===== src/rtl/memory_arbiter.sv =====
// Serialises instruction fetches and data loads/stores from the datapath onto a
// single-port RAM. Data requests win in IDLE; each served request gets one hit pulse.
module memory_arbiter #(
    parameter int MAX_RETRY = 3,
    parameter int TIMEOUT   = 255
) (
    input  logic        CLK,
    input  logic        nRST,
    input  logic        imemREN,
    input  logic [31:0] imemaddr,
    input  logic        dmemREN,
    input  logic        dmemWEN,
    input  logic [31:0] dmemaddr,
    input  logic [31:0] dmemstore,
    output logic        ihit,
    output logic [31:0] imemload,
    output logic        dhit,
    output logic [31:0] dmemload,
    output logic        ramREN,
    output logic        ramWEN,
    output logic [31:0] ramaddr,
    output logic [31:0] ramstore,
    input  logic [31:0] ramload,
    input  logic [1:0]  ramstate,
    output logic        bus_err
);

    localparam logic [1:0] RAM_ACCESS = 2'd2;
    localparam logic [1:0] RAM_ERROR  = 2'd3;
    localparam logic [7:0] RETRY_LAST   = 8'(MAX_RETRY - 1);
    localparam logic [7:0] TIMEOUT_LAST = 8'(TIMEOUT - 1);

    typedef enum logic [1:0] {IDLE, DREQ, IREQ, DONE} state_t;

    state_t      state;
    logic        is_store;
    logic        backoff;
    logic [7:0]  retry_cnt;
    logic [7:0]  timeout_cnt;
    logic        req_live;
    logic        finish_req;
    logic        finish_err;
    logic [31:0] finish_word;

    assign req_live = (state == DREQ) ? (dmemREN | dmemWEN) : imemREN;

    // The cycle after an ERROR is a dead cycle with strobes low, so ramstate is ignored there.
    always_comb begin
        finish_req  = 1'b0;
        finish_err  = 1'b0;
        finish_word = '0;
        if (!backoff) begin
            case (ramstate)
                RAM_ACCESS: begin
                    finish_req  = 1'b1;
                    finish_word = ramload;
                end
                RAM_ERROR: begin
                    if (retry_cnt == RETRY_LAST) begin
                        finish_req = 1'b1;
                        finish_err = 1'b1;
                    end
                end
                default: begin
                    if (timeout_cnt == TIMEOUT_LAST) begin
                        finish_req = 1'b1;
                        finish_err = 1'b1;
                    end
                end
            endcase
        end
    end

    always_ff @(posedge CLK or negedge nRST) begin
        if (!nRST) begin
            state       <= IDLE;
            ihit        <= 1'b0;
            dhit        <= 1'b0;
            ramREN      <= 1'b0;
            ramWEN      <= 1'b0;
            bus_err     <= 1'b0;
            imemload    <= '0;
            dmemload    <= '0;
            ramaddr     <= '0;
            ramstore    <= '0;
            is_store    <= 1'b0;
            backoff     <= 1'b0;
            retry_cnt   <= '0;
            timeout_cnt <= '0;
        end else begin
            case (state)
                IDLE: begin
                    if (dmemREN | dmemWEN) begin
                        ramaddr  <= dmemaddr;
                        ramstore <= dmemstore;
                        is_store <= dmemWEN;
                        if (dmemaddr[1:0] != 2'b00) begin
                            state    <= DONE;
                            dhit     <= 1'b1;
                            dmemload <= '0;
                            bus_err  <= 1'b1;
                        end else begin
                            state  <= DREQ;
                            ramREN <= ~dmemWEN;
                            ramWEN <= dmemWEN;
                        end
                    end else if (imemREN) begin
                        ramaddr  <= imemaddr;
                        is_store <= 1'b0;
                        state    <= IREQ;
                        ramREN   <= 1'b1;
                    end
                end
                DREQ, IREQ: begin
                    if (!req_live) begin
                        state       <= IDLE;
                        ramREN      <= 1'b0;
                        ramWEN      <= 1'b0;
                        backoff     <= 1'b0;
                        retry_cnt   <= '0;
                        timeout_cnt <= '0;
                    end else if (backoff) begin
                        backoff <= 1'b0;
                        ramREN  <= ~is_store;
                        ramWEN  <= is_store;
                    end else if (finish_req) begin
                        state  <= DONE;
                        ramREN <= 1'b0;
                        ramWEN <= 1'b0;
                        if (finish_err)
                            bus_err <= 1'b1;
                        if (state == DREQ) begin
                            dhit <= 1'b1;
                            if (!is_store)
                                dmemload <= finish_word;
                        end else begin
                            ihit     <= 1'b1;
                            imemload <= finish_word;
                        end
                    end else if (ramstate == RAM_ERROR) begin
                        retry_cnt <= retry_cnt + 8'd1;
                        backoff   <= 1'b1;
                        ramREN    <= 1'b0;
                        ramWEN    <= 1'b0;
                    end else begin
                        timeout_cnt <= timeout_cnt + 8'd1;
                    end
                end
                DONE: begin
                    state       <= IDLE;
                    ihit        <= 1'b0;
                    dhit        <= 1'b0;
                    backoff     <= 1'b0;
                    retry_cnt   <= '0;
                    timeout_cnt <= '0;
                end
                default: state <= IDLE;
            endcase
        end
    end

endmodule


===== config.mk =====
export PLATFORM = sky130hd
export DESIGN_NAME = memory_arbiter
export DESIGN_NICKNAME = d
export VERILOG_FILES = /design/src/rtl/memory_arbiter.sv
export SDC_FILE = /design/constraint.sdc
export NUM_CORES = 1
export LEC_CHECK = 0
export ABC_AREA = 1
export CORE_ASPECT_RATIO = 0.8
export CORE_MARGIN = 5
export CORE_UTILIZATION = 45
export DETAILED_ROUTE_END_ITERATION = 10
export GPL_ROUTABILITY_DRIVEN = 0
export GPL_TIMING_DRIVEN = 0
export PLACE_DENSITY = 0.84
export REMOVE_ABC_BUFFERS = 1
export SLEW_MARGIN = 15
export SYNTH_ARGS = -nofsm -noshare
export SYNTH_HDL_FRONTEND = slang
export SYNTH_SLANG_ARGS = --single-unit
export TNS_END_PERCENT = 30

===== constraint.sdc =====
create_clock -name CLK -period 4.55 [get_ports CLK]
set_clock_uncertainty 0.2 [all_clocks]
set_input_delay 0.91 -clock CLK [delete_from_list [all_inputs] [get_ports CLK]]
set_output_delay 0.91 -clock CLK [all_outputs]
set_load 0.01 [all_outputs]

==> out/summary.md <==
- Worst Setup End Kind: flip-flop
- post-detailed-route DRC marker count: 0
- number of buffers added to fix hold violations after cts: 0
- number of maximum-capacitance violations: 0
- clock sink count: 153
- net count reported at finish: 1278
- Gates resized, CTS repair: 0
- number of synthesized flops with an enable pin: 0
- delay of the slowest cell on the worst path: 0.77 ns
- aggregate global routing overflow: 0
- Sequential Power Share: 30.0%
- largest area contributor in the netlist: sky130_fd_sc_hd__dfrtp_1
- Least-Margin Pin Slew: 0.938 ns
- share of total power in the clock network: 20.4%
- Bufs on Longest Clock Path: 2
- Psw: 2.82 mW
- pin count of the biggest net entering global routing: 94
- status: completed
- worst hold-check path type: input pin to asynchronous set/reset pin
- Setup crit start kind: input pin
- drt wl/cell: 15.8 um
- Final Instance Area: 11100 um2
- post-CTS repair timing setup buffer count: 0
- worst hold slack across all endpoints: 0.221 ns
- Power Density: 662 nW/um2
- CTS root buffer: sky130_fd_sc_hd__clkbuf_16
- Synth Cell Area: 7480 um2
- initial detailed-routing violation count: 437
- Detail Placement HPWL: 15400 um
- Peak supply drop: 0.000447 V
- fraction of registers with async set or reset after synthesis: 100%
- antenna cells: 0
- RSZ-0062 raised after global routing: false
- post-synthesis cell type count: 36
- final count of negative-setup-slack endpoints: 0
- most numerous cell in the Yosys netlist: sky130_fd_sc_hd__nand2_1
- clock period minus final worst setup slack: 3.83 ns
- clock tree from TritonCTS: yes
- gate count after technology mapping: 881
- highest net fanout along the worst path: 14
- required time of the worst setup path: 4.64 ns
- Die Footprint: 19300 um2
- all-layer global routing usage: 22.3%
- fill cell instance count of the final layout: 1254
- share of Yosys cell area claimed by the top area cell type: 51.2%
- fraction of the cycle the final worst path needs: 84.3%
- wire length of the first global-routing pass: 35100 um
- final wirelength: 21500 um
- number of global-route vias before repair: 6797
- clock latency of the later-clocked register in the worst-skew pair: 0.42 ns
- leakage dissipation: 5.23 nW
- Critical Path Slowest Stage Cell: sky130_fd_sc_hd__a21boi_1
- share of total power in combinational logic: 49.6%
- effective utilization at floorplan: 45.5%
- ranking of synthesized cells by instance count: 264 x sky130_fd_sc_hd__nand2_1, 153 x sky130_fd_sc_hd__dfrtp_1, 99 x sky130_fd_sc_hd__inv_1
- die outline height: 125 um
- number of nets with antenna violations after routing: 0
- synthesized flop and latch total: 153
- number of buffers created by CTS: 17
- number of top-level pins: 268
- standard-cell row count: 42
- fraction of final layout cells sized beyond drive strength 1: 11.6%
- number of endpoints with negative hold slack in the final report: 0
- Core Area: 16400 um2
- data arrival time of the critical path: 3.93 ns
- placed inst area: 10500 um2
- cells traversed along the worst timing path: clkdlybuf4s50_1 -> nor2_4 -> nand2_1 -> o21ai_2 -> nor2_2 -> a21boi_1 -> nand2_1 -> nor2_1 -> a21oi_1
- fmax: 261 MHz
- H-tree level count: 4
- ranking of synthesized cells by area: sky130_fd_sc_hd__dfrtp_1 51%, sky130_fd_sc_hd__nand2_1 13%, sky130_fd_sc_hd__inv_1 5.0%
- most used cell along the critical path: sky130_fd_sc_hd__nand2_1
- Die X: 154 um
- Cell Int Power: 4.53 mW
- first-pass iteration count of the detailed router: 5
- sequential cell area fraction in the yosys report: 51.2%
- prevailing post-synth register cell: sky130_fd_sc_hd__dfrtp_1
- clock slew at the register clock pins of the worst setup and hold paths: 0.06 ns
- number of antenna violations at the first check in global routing: 0
- area of the multi-input gates: 3060 um2
- switching fraction of total power: 38.4%
- synthesis-to-finish area growth: 48.5%
- per-cell via count in the routed design: 5.02
- buffers added on ports: 267
- final max-slew violation count: 0
- critical path type: input pin to flip-flop
- Synthesis Warnings: 0
- relative slew slack: 37.3%
- FF+latch area: 3830 um2
- routed via count: 6851
- post-synthesis area per instance: 8.49 um2
final cells by class:
type                    instances  area share [%]
clock inverters                11            1.52
well taps                     220            2.48
repair buffers                279            26.5
flip-flops and latches        153            34.5
clock buffers                  19            4.08
inverters                     101            3.42
multi-input cells             582            27.6
flip-flops by register name (all words and copies together), names as in the netlist:
signal	count
imemload	32
bus_err	1
retry_cnt	8
ramREN	1
dmemload	32
ramaddr	32
is_store	1
state	2
ihit	1
timeout_cnt	8
backoff	1
ramWEN	1
ramstore	32
dhit	1
power by group through the flow:
stage               Clock (mW)  Combinational [mW]  Sequential (mW)
global placement             0                3.43             2.20
CTS                       1.52                3.67             2.21
global route              1.59                3.97             2.28
finish                    1.50                3.65             2.21
detailed placement           0                3.66             2.22
floorplan                    0                1.54             2.43
worst max-delay path, delay by kind of cell:
| family | cells | cell delay, ns |
|---|---|---|
| buffers and inverters | 1 | 0.52 |
| AO/OA/AOI/OAI | 3 | 1.07 |
| AND/OR/NAND/NOR | 5 | 1.42 |
final timing paths:
| path | slack, ns | cells after the start | endpoint | from |
|---|---|---|---|---|
| min in group CLK | 0.26 | 2 | bus_err | bus_err |
| worst max register to register | 0.93 | 8 | timeout_cnt[0] | state[0] |
| worst max-delay path | 0.72 | 9 | timeout_cnt[0] | dmemWEN |
| worst min register to register | 0.26 | 2 | bus_err | bus_err |
| worst min-delay path | 0.22 | 1 | ramstore[27] | nRST |
| max in group asynchronous | 3.11 | 2 | dmemload[18] | nRST |
cells in the final DEF (no fill, tap or decap), types with 3 or more instances in the layout:
cell type and count:
sky130_fd_sc_hd__clkdlybuf4s50_1 266, sky130_fd_sc_hd__clkinv_2 4, sky130_fd_sc_hd__buf_16 6, sky130_fd_sc_hd__ha_1 9, sky130_fd_sc_hd__nor2_1 88, sky130_fd_sc_hd__o21ai_2 31
sky130_fd_sc_hd__o21ai_0 20, sky130_fd_sc_hd__nand3_1 27, sky130_fd_sc_hd__a31oi_1 32, sky130_fd_sc_hd__nand2_1 261, sky130_fd_sc_hd__clkbuf_16 17, sky130_fd_sc_hd__nand4_1 40
sky130_fd_sc_hd__dfrtp_1 153, sky130_fd_sc_hd__nor3_1 3, sky130_fd_sc_hd__a21oi_1 4, sky130_fd_sc_hd__buf_8 4, sky130_fd_sc_hd__mux2_2 32, sky130_fd_sc_hd__nor2_4 4
sky130_fd_sc_hd__nand2_2 15, sky130_fd_sc_hd__bufinv_16 4, sky130_fd_sc_hd__inv_1 99
logic make-up (layout without fill, tap and decap cells):
group / count (synthesis) / in the layout / share of synthesized area [%]
AND/OR/NAND/NOR: 446 / 446 / 25.4
flip-flops: 153 / 153 / 51.2
XOR/XNOR: 3 / 3 / 0.351
AO/OA/AOI/OAI: 92 / 92 / 8.33
adder cells (fa/ha/maj): 9 / 9 / 1.51
buffers and inverters: 146 / 410 / 8.41
multiplexers: 32 / 32 / 4.82
metrics by stage:
step / total power [mW] / worst slack (ns) / TNS (ns) / utilization, % / std cells
detailed placement: 5.88 / 0.372 / 0 / 63.8 / 1335
finish: 7.36 / 0.716 / 0 / 67.5 / 1365
global placement: 5.63 / -3.97 / -930.61 / 61.9 / 1323
global route: 7.83 / 0.454 / 0 / 67.5 / 1365
CTS: 7.41 / 0.798 / 0 / 67.5 / 1365
floorplan: 3.97 / -0.398 / -16.92 / - / 836
layer usage:
| metal | part of all wire (%) | track usage, % | wire length, um |
|---|---|---|---|
| met2 | 47 | 36.0 | 10200 |
| met3 | 10 | 8.98 | 2170 |
| met5 | 0 | 0 | 0 |
| met1 | 41 | 28.0 | 8740 |
| met4 | 1.9 | 6.02 | 415 |
Note: power is estimated with default switching activity, not from simulation.
